File: config.mk
export PLATFORM = sky130hd
export DESIGN_NAME = chord_sequencer
export DESIGN_NICKNAME = d
export VERILOG_FILES = /design/src/rtl/chord_seq_pkg.sv /design/src/rtl/chord_sequencer_decode.sv /design/src/rtl/chord_sequencer.sv
export SDC_FILE = /design/constraint.sdc
export NUM_CORES = 1
export LEC_CHECK = 0
export CAP_MARGIN = 20
export CORE_AREA = 8 8 78 80
export DETAILED_ROUTE_END_ITERATION = 10
export DIE_AREA = 0 0 86 88
export DONT_BUFFER_PORTS = 1
export PLACE_DENSITY = 0.54
export SLEW_MARGIN = 20
export SYNTH_ARGS = -nofsm -noshare
export SYNTH_HDL_FRONTEND = slang
export SYNTH_SLANG_ARGS = --single-unit
File: constraint.sdc
create_clock -name clk -period 5.3 [get_ports clk]
set_input_delay 0.795 -clock clk [delete_from_list [all_inputs] [get_ports clk]]
set_output_delay 0.795 -clock clk [all_outputs]
set_load 0.05 [all_outputs]
File: src/rtl/chord_seq_pkg.sv
// chord_seq_pkg: shared state encoding, song word layout and end marker for the chord sequencer
package chord_seq_pkg;
  localparam int WAIT_BIT = 15;
  localparam int NOTE_MSB = 14;
  localparam int NOTE_LSB = 9;
  localparam int DUR_MSB = 8;
  localparam int DUR_LSB = 3;
  localparam logic [15:0] END_WORD = 16'h0000;
  typedef enum logic [3:0] {
    IDLE, FETCH, DECODE, ISSUE_NOTE, ISSUE_WAIT, LOAD, SETTLE, WAIT_HOLD, DONE
  } state_t;
  typedef struct packed {
    logic is_wait;
    logic [5:0] note;
    logic [5:0] dur;
  } word_t;
endpackage

File: src/rtl/chord_sequencer_decode.sv
// seq_word_decode: splits a song ROM word into end/wait/skip flags and note/duration fields
module seq_word_decode
  import chord_seq_pkg::*;
(
  input  logic [15:0] word,
  output logic        is_end,
  output logic        is_wait,
  output logic        skip,
  output logic [5:0]  note,
  output logic [5:0]  duration
);
  assign is_end = word == END_WORD;
  assign is_wait = word[WAIT_BIT];
  assign note = word[NOTE_MSB:NOTE_LSB];
  assign duration = word[DUR_MSB:DUR_LSB];
  assign skip = is_wait && duration == 6'd0;
endmodule

File: src/rtl/chord_sequencer.sv
// chord_sequencer: walks a song ROM and issues note/wait loads to the chord player; CHORD_SEQ_LOOP_EN makes songs repeat
module chord_sequencer
  import chord_seq_pkg::*;
#(
  parameter int ADDR_WIDTH = 7,
  parameter int SONG_BITS = 2
) (
  input  logic                            clk,
  input  logic                            reset,
  input  logic                            play_enable,
  input  logic                            new_song,
  input  logic [SONG_BITS-1:0]            song_sel,
  output logic [SONG_BITS+ADDR_WIDTH-1:0] rom_addr,
  input  logic [15:0]                     rom_data,
  input  logic                            slot_free,
  input  logic                            done_waiting,
  output logic [5:0]                      note_to_load,
  output logic [5:0]                      duration,
  output logic                            load_new_note,
  output logic                            waiting,
  output logic                            song_playing,
  output logic                            song_done
);
  state_t state;
  logic [ADDR_WIDTH-1:0] word_idx;
  logic [SONG_BITS-1:0] song_sel_q;
  word_t word_q;
  logic d_end, d_wait, d_skip;
  logic [5:0] d_note, d_dur;
  logic adv, fin;
  seq_word_decode u_dec (
    .word(rom_data),
    .is_end(d_end),
    .is_wait(d_wait),
    .skip(d_skip),
    .note(d_note),
    .duration(d_dur)
  );
  // A word is finished when skipped, after a note settles, or when its wait expires; the last index or end marker ends the pass
  always_comb begin
    adv = (state == DECODE && d_skip) || (state == SETTLE && !word_q.is_wait) ||
          (state == WAIT_HOLD && play_enable && done_waiting);
    fin = (state == DECODE && d_end) || (adv && &word_idx);
  end
  // Sequencer FSM: new_song wins over everything, then end-of-pass, then advance, then per-state moves
  always_ff @(posedge clk or negedge reset)
    if (!reset) begin
      state <= IDLE;
      word_idx <= '0;
      song_sel_q <= '0;
      word_q <= '0;
      song_done <= 1'b0;
    end else begin
      song_done <= 1'b0;
      if (state == DECODE) word_q <= '{is_wait: d_wait, note: d_note, dur: d_dur};
      if (new_song) begin
        state <= FETCH;
        word_idx <= '0;
        song_sel_q <= song_sel;
      end else if (fin) begin
        song_done <= 1'b1;
`ifdef CHORD_SEQ_LOOP_EN
        state <= FETCH;
        word_idx <= '0;
`else
        state <= DONE;
`endif
      end else if (adv) begin
        state <= FETCH;
        word_idx <= word_idx + 1'b1;
      end else
        case (state)
          FETCH:      state <= DECODE;
          DECODE:     state <= d_wait ? ISSUE_WAIT : ISSUE_NOTE;
          ISSUE_NOTE: if (play_enable && slot_free) state <= LOAD;
          ISSUE_WAIT: if (play_enable && done_waiting) state <= LOAD;
          LOAD:       state <= SETTLE;
          SETTLE:     state <= WAIT_HOLD;
          default:    ;
        endcase
    end
  assign rom_addr = {song_sel_q, word_idx};
  assign load_new_note = state == LOAD;
  assign waiting = word_q.is_wait && (state inside {ISSUE_WAIT, LOAD, SETTLE, WAIT_HOLD});
  assign note_to_load = word_q.note;
  assign duration = word_q.dur;
  assign song_playing = !(state == IDLE || state == DONE);
endmodule

==> results.yml, run 1 <==
sta:
  finalCritPeriodShare_pct: 45.7
  setup-violations-final: 0
  fmax_mhz: 413
  relSlewSlack_pct: 37.1
  rsz0062_at_grt: "false"
  hold_viol: 0
  min_period_ns: 2.42
  holdWs_ns: 0.209
  worst_pin_slew_ns: 0.940
  fin_setup_tns_ns: 0
  fin_skew_ns: 0.00351
  drv_slew: 0
logic_synthesis:
  synth_warnings: 0
  yosys-top-cells-area: "dfrtp_1, mux2_2, buf_4"
  synth_cell_type_count: 34
  synth_top_area_cell: "dfrtp_1"
  synth_edf_count: 0
  syn_inst: 133
  ys_async_sr_fraction_pct: 100
  ys_ff_latch: 27
  syn_avg_cell_area_sq_um: 10.7
  syn_area_sq_mm: 0.00142
  yosys-top-cells-count: "dfrtp_1, nor2_1, mux2_2, buf_4, a21oi_1"
  synth_fp_nets: 158
  synth-seq-area-share_pct: 47.5
  ys.flop_type: "dfrtp_1"
  synth_top_cell_area_share_pct: 47.5
  yosysMostFrequentCell: "dfrtp_1"
route:
  dr.pass1.iters: 4
  vias: 955
  routed_wl_um: 3170
  drtAntennaViolNets: 0
  vias_per_cell: 5.00
  first_iter_violations: 100
  drc: 0
  post_drt_wl_per_cell_um: 16.6
setup_path:
  cp-start-kind: "flip-flop"
  rrSetupSlack_ns: 2.88
  endpoint_kind: "flip-flop"
  cp-startpoint: "state[0]"
  ff2ff_path_depth: 5
  path_max_fanout: 16
  reg2reg_to: "word_idx[5]"
  worstPathArrival_ns: 2.62
  worstPathRequired_ns: 5.50
  crit_type: "flip-flop to flip-flop"
  r2r-start: "state[0]"
final_layout:
  multi_input_area_sq_um: 624
  utilization_pct: 29.5
  layout-drive-gt1-share_pct: 19.0
  n_fill_cell: 500
  area_growth_pct: 2.02
  regArea_sq_um: 676
  design_area_sq_mm: 0.00145
  antenna_cells: 0
  finalNetCount: 147
pwr:
  power_density_mw_per_mm2: 479
  worst_ir_drop_vdd_uv: 154
  leakage_uw: 0.000596
worst_hold_path:
  hold_path_class: "primary input to async pin"
grt:
  grt_pass1_vias: 1012
  use_met1_pct: 8.64
  grt-ovfl-total: 0
  grt_max_degree: 28
  grt_util_met2_pct: 15.7
  antenna_found_initial: 0
  busiest_layer: "met2"
  track_usage_pct: 8.55
  grt_pass1_wl_um: 5110
  grt_use_met3_pct: 1.97
place:
  port_buffers: 0
  placed_area_sq_mm: 0.00140
  place_hpwl_um: 2540
  gp_congestion: 0.837
clock_network:
  cts_tree: "done"
  root_buffer: "clkbuf_8"
  htreeDepth: 1
  hold_buffers: 0
  numCtsBuffers: 3
  clock-sinks: 27
  cts_resized: 0
  cts_setup_buffers: 0
  clk_pin_slew_worst_paths_ns: 0.09
  cts_buffer_depth: 2
  clock_latency_ns: 0.27
floorplan:
  row_count: 26
  dieWidth_um: 86
  ios: 49
  coreArea_sq_mm: 0.00491
  die-area_sq_mm: 0.00757
  die_y_um: 88
  initial_core_util_pct: 29.0
flow_run:
  drv_cap: 0
run_status:
  status: "finished, final reports clean"
==> cell type report <==
class	instances	area share, %
clock buffer	3	2.84
tap	70	6.03
sequential	27	46.6
clock inverter	1	0.517
inverter	4	1.03
multi-input combinational	86	43.0
==> worst max-delay path, cell delays in order (launching register included) <==
cell and delay, ns:
dfrtp_1 0.52, nor4b_4 0.89, and4_4 0.37, o21ai_1 0.08, or3_1 0.36, a21oi_1 0.14
==> power by group <==
| part | internal, uW | switching [uW] |
|---|---|---|
| sequential | 258 | 223 |
| clock | 53.2 | 63.0 |
| combinational | 56.4 | 42.0 |
==> state kept, by name, summed over array words and instances, names as in the netlist <==
name and flops:
state 4, duration 6, word_idx 7, song_sel_q 2, word_q 1, note_to_load 6
song_done 1
==> cells by family (layout without fill, tap and decap cells) <==
family / after synthesis / after routing / share of synthesized area (%)
AND/OR/NAND/NOR: 41 / 41 / 16.5
flip-flops: 27 / 27 / 47.5
AO/OA/AOI/OAI: 24 / 24 / 11.4
buffers and inverters: 20 / 8 / 8.62
multiplexers: 16 / 16 / 12.6
XOR/XNOR: 4 / 4 / 2.46
adder cells (fa/ha/maj): 1 / 1 / 0.879
==> worst max path at each step <==
stage,endpoint,slack (ns),cells after the start
final,word_idx[5],2.88,5
after global routing,word_idx[1],2.59,5
after CTS,word_idx[5],2.85,5
after detailed placement,word_idx[5],2.87,5
after global placement,word_idx[1],2.93,5
after floorplan,word_idx[5],3.23,5
==> through the flow <==
| step | total power [uW] | std cells | setup slack, ns |
|---|---|---|---|
| after global placement | 581 | 187 | 2.93 |
| final | 695 | 191 | 2.88 |
| after detailed placement | 589 | 187 | 2.87 |
| after global routing | 734 | 191 | 2.59 |
| after CTS | 708 | 191 | 2.85 |
| after floorplan | 631 | 133 | 3.23 |
==> placed cells by master, fill, tap and decap left out, types with 2 or more instances in the layout <==
| master | n |
|---|---|
| clkbuf_8 | 3 |
| xor2_1 | 3 |
| inv_1 | 4 |
| nor2_1 | 16 |
| and3_1 | 4 |
| nor2b_1 | 2 |
| o21ai_0 | 4 |
| a31oi_1 | 2 |
| and4_1 | 2 |
| a21oi_1 | 7 |
| o211ai_1 | 4 |
| or3_1 | 2 |
| nand3_1 | 4 |
| nand4_1 | 3 |
| mux2_2 | 15 |
| dfrtp_1 | 27 |
| nor4_1 | 3 |
==> layer usage <==
metal | up-vias | part of all wire [%] | wire (um)
li1 | 447 | - | -
met1 | 482 | 38 | 1190
met2 | 22 | 54 | 1710
met3 | 4 | 6.7 | 211
met4 | 0 | 1.8 | 58
met5 | - | 0 | 0
No activity file was read; power rests on OpenSTA's default activity.
==> run 2, diff against run 1 <==
Clock period 5.3 ns to 2.5 ns, I/O delays scaled along.
==> run 2 against run 1 <==
Compared with the run above:
- utilization rose by 1.5 points
- critical path type unchanged
- largest cell class unchanged
- highest routed layer unchanged
- cell count increased by 4.2%
- via count grew 2.0%
==> results.yml, run 2 (synthesis gave the netlist of run 1 again) <==
setup_path:
  cp-start-kind: "flip-flop"
  worst_path_max_delay_cell: "dfrtp_1"
  max_stage_delay_ns: 0.52
  endpoint_kind: "flip-flop"
  rrSetupSlack_ns: 0.55
  ff2ff_path_depth: 5
  path_max_fanout: 12
  crit_type: "flip-flop to flip-flop"
  worstPathRequired_ns: 2.70
  worstPathArrival_ns: 2.15
  path_cells: "nor4b_4 > and4_4 > o21ai_1 > or3_1 > a21oi_1"
route:
  vias: 974
  drc: 0
  post_drt_wl_per_cell_um: 16.4
  dr.pass1.iters: 4
  routed_wl_um: 3260
  first_iter_violations: 102
  drtAntennaViolNets: 0
  vias_per_cell: 4.89
final_layout:
  layout-drive-gt1-share_pct: 23.3
  utilization_pct: 31.0
  finalNetCount: 155
  layout_common_cells: "dfrtp_1, nor2_1, mux2_2"
  antenna_cells: 0
  largest_reg_flops: 7
  area_growth_pct: 7.12
  final_common_cell: "dfrtp_1"
  regMostFlops: "word_idx"
grt:
  grt_max_degree: 28
  track_usage_pct: 9.04
  grt_pass1_vias: 1073
  antenna_found_initial: 0
  grt_pass1_wl_um: 5530
  grt-ovfl-total: 0
clock_network:
  root_buffer: "clkbuf_8"
  clock-sinks: 27
  htreeDepth: 1
  cts_setup_buffers: 0
  cts_buffer_depth: 2
  clock_latency_ns: 0.26
  numCtsBuffers: 3
  cts_resized: 0
  cts_tree: "done"
  hold_buffers: 2
  clk_pin_slew_worst_paths_ns: 0.09
sta:
  worst_pin_slew_ns: 0.582
  holdWs_ns: 0.158
  drv_slew: 0
  worst_slack_ns: 0.547
  fin_setup_tns_ns: 0
  fmax_mhz: 512
  setup-violations-final: 0
  hold_viol: 0
  fin_skew_ns: 0.00338
  min_period_ns: 1.95
  relSlewSlack_pct: 61.2
  finalCritPeriodShare_pct: 78.1
  rsz0062_at_grt: "false"
floorplan:
  die_y_um: 88
  initial_core_util_pct: 29.0
  row_count: 26
  die-area_sq_mm: 0.00757
  coreArea_sq_mm: 0.00491
  ios: 49
  dieWidth_um: 86
worst_hold_path:
  hold_path_class: "primary input to flip-flop"
  whs_path_depth: 1
pwr:
  leakage_uw: 0.000646
  power_density_mw_per_mm2: 975
  worst_ir_drop_vdd_uv: 356
  p_total_uw: 1490
place:
  dp_slack_ns: 0.550
  gp_congestion: 0.895
  place_hpwl_um: 2620
  port_buffers: 0
flow_run:
  drv_cap: 0
run_status:
  status: "finished, final reports clean"
## run 2: cell types whose count changed in the layout (fill, tap and decap cells not counted)
| cell | change |
|---|---|
| clkinv_2 | +1 |
| buf_12 | +1 |
| dlygate4sd3_1 | +1 |
| clkinvlp_4 | -1 |
| buf_4 | +6 |
## run 2: final timing paths
check,startpoint,to
max,state[0],word_idx[5]
min,new_song,word_idx[5]
max reg2reg,state[0],word_idx[5]
min reg2reg,word_q[12],word_q[12]
max in group asynchronous,reset,song_sel_q[0]
min in group asynchronous,reset,state[0]
## run 2: power by group
part	total [uW]	switching [uW]	leakage, uW	internal (uW)
sequential	1020	470	0.000340	547
combinational	228	102	0.000280	127
clock	240	128	0.0000255	111
total	1490	700	0.000646	785
## run 2: per-stage QoR
| stage | area, sq um | cells |
|---|---|---|
| after CTS | 1520 | 199 |
| after detailed placement | 1450 | 193 |
| final | 1520 | 199 |
| after floorplan | 1420 | 133 |
| after global placement | 1450 | 193 |
| after global routing | 1520 | 199 |
## run 2: routing by layer
| metal | up-vias | track usage (%) | wire length, um |
|---|---|---|---|
| met3 | 2 | 2.72 | 280 |
| met5 | - | 0 | 0 |
| li1 | 461 | - | - |
| met4 | 0 | 3.82 | 40 |
| met2 | 29 | 16.4 | 1770 |
| met1 | 482 | 9.51 | 1170 |
## run 2: critical path: cells and delay by family, from the launching register on
| kind | cells | cell delay (ns) |
|---|---|---|
| simple gates | 3 | 1.15 |
| flops | 1 | 0.52 |
| compound gates | 2 | 0.21 |
## run 2: cell type report
class,count,area (sq um)
fillers,512,3390
flip-flops and latches,27,676
multi-input cells,86,624
well taps,70,87.6
repair buffers,8,75.1
clock buffers,3,41.3
inverters,4,15.0
clock inverters,1,5.00
==> run 3, diff against run 2 <==
Clock period 2.5 ns to 1.8 ns, I/O delays scaled along.
==> run 3 against run 2 <==
Compared with the run above:
- power grew 43%
- first-iteration DRC count shrank 57%
- final area grew 8.1%
- largest power group unchanged
==> results.yml, run 3 (synthesis gave the netlist of run 1 again) <==
place:
  gp_congestion: 0.872
  placedCellCount: 203
  port_buffers: 0
  place_hpwl_um: 2710
  dp_slack_ns: 0.0707
final_layout:
  multi_input_area_sq_um: 644
  n_fill_cell: 520
  utilization_pct: 33.5
  layout-drive-gt1-share_pct: 33.8
  final_common_cell: "dfrtp_1"
  finalNetCount: 168
  regMostFlops: "word_idx"
  layout_common_cells: "dfrtp_1, buf_4, nor2_1"
  regArea_sq_um: 679
  fin_cells: 212
  area_growth_pct: 15.8
  antenna_cells: 0
  largest_reg_flops: 7
setup_path:
  cp-startpoint: "word_idx[0]"
  rrSetupSlack_ns: 0.09
  cp-start-kind: "flip-flop"
  crit_type: "flip-flop to flip-flop"
  endpoint_kind: "flip-flop"
  path_max_fanout: 4
  reg2reg_to: "word_idx[1]"
  worstPathRequired_ns: 1.97
  r2r-start: "word_idx[0]"
  crit_end: "word_idx[1]"
  worstPathArrival_ns: 1.87
  ff2ff_path_depth: 6
route:
  first_iter_violations: 44
  vias_per_cell: 4.82
  wl_met1_um: 1290
  dr.max_layer_used: "met4"
  routed_wl_um: 3460
  drc: 0
  drtAntennaViolNets: 0
  post_drt_wl_per_cell_um: 16.3
  vias: 1022
  wl_met3_um: 339
  dr.pass1.iters: 4
  route.met2.wl_um: 1790
sta:
  fin_skew_ns: 0.00186
  fin_setup_tns_ns: 0
  hold_viol: 0
  relSlewSlack_pct: 66.7
  worst_slack_ns: 0.0942
  worst_pin_slew_ns: 0.500
  drv_slew: 0
  setup-violations-final: 0
  fmax_mhz: 586
  min_period_ns: 1.71
  finalCritPeriodShare_pct: 94.8
  rsz0062_at_grt: "true"
clock_network:
  clk_pin_slew_worst_paths_ns: 0.09
  root_buffer: "clkbuf_8"
  numCtsBuffers: 3
  clock-sinks: 27
  cts_tree: "done"
  clock_latency_ns: 0.27
  cts_buffer_depth: 2
  htreeDepth: 1
floorplan:
  coreArea_sq_mm: 0.00491
  row_count: 26
  die-area_sq_mm: 0.00757
  ios: 49
  dieWidth_um: 86
  initial_core_util_pct: 29.0
  die_y_um: 88
run_status:
  status: "finished, final reports clean"
pwr:
  leakage_uw: 0.000708
  p_switching_uw: 1000
  power_density_mw_per_mm2: 1290
  p_int_uw: 1120
  p_clk_share_pct: 16.3
  p_seq_share_pct: 66.4
  swShare_pct: 47.2
  pwr-share-comb_pct: 17.2
  worst_ir_drop_vdd_uv: 763
grt:
  track_usage_pct: 9.20
  grt_pass1_wl_um: 5440
  grt_max_degree: 28
  grt-ovfl-total: 0
  antenna_found_initial: 0
  grt_pass1_vias: 1081
worst_hold_path:
  hold_path_class: "primary input to flip-flop"
flow_run:
  drv_cap: 0
run 3: cell count changes in the layout (fill, tap and decap cells not counted), sizes merged:
cell and change:
clkinv -1, clkinvlp +1, buf +13
run 3: worst min path at each step:
stage              from              end  slack, ns  depth (start not counted)
2_1_floorplan     reset      duration[0]      -0.03                          0
3_3_place_gp      reset      duration[1]      -0.02                          0
3_5_place_dp      reset  note_to_load[0]      -0.02                          0
4_1_cts        new_song         state[1]       0.04                          1
5_1_grt        new_song         state[1]       0.02                          1
6_report       new_song         state[1]       0.04                          1
run 3: layout make-up:
class	instances	area share (%)
Sequential cell	27	41.2
Tap cell	70	5.32
Multi-Input combinational cell	86	39.1
Clock buffer	3	2.51
Timing Repair Buffer	21	10.5
Inverter	4	0.911
Clock inverter	1	0.456
run 3: through the flow:
| stage | area (sq um) | hold slack, ns | power [uW] |
|---|---|---|---|
| after floorplan | 1430 | -0.0256 | 1860 |
| after global placement | 1530 | -0.0248 | 1730 |
| after detailed placement | 1530 | -0.0248 | 1760 |
| after CTS | 1600 | 0.0381 | 2130 |
| after global routing | 1650 | 0.0191 | 2220 |
| final | 1650 | 0.0387 | 2120 |
run 3: layer usage:
layer | vias to the layer above | GRT usage (%)
met5 | - | 0
met4 | 0 | 3.82
met3 | 2 | 3.75
met2 | 30 | 16.2
met1 | 499 | 9.50
li1 | 491 | -
run 3: power groups by stage:
stage | registers [uW] | clock network [uW] | logic [uW]
2_1_floorplan | 868 | 0 | 989
3_3_place_gp | 1420 | 0 | 314
3_5_place_dp | 1430 | 0 | 330
4_1_cts | 1410 | 363 | 350
5_1_grt | 1430 | 387 | 400
6_report | 1410 | 347 | 366
run 3: worst max-delay path: stages (launching register included):
cell	delay (ns)
dfrtp_2	0.41
ha_1	0.20
and3_1	0.21
and4_1	0.22
a21oi_1	0.28
mux2i_1	0.23
nor2_1	0.05
run 3: timing repair:
item,in CTS,in global routing
resized for setup,0,4
hold endpoints to repair,27,0
buffers inserted,0,3
hold buffers,2,0
endpoints found under the setup margin,0,6
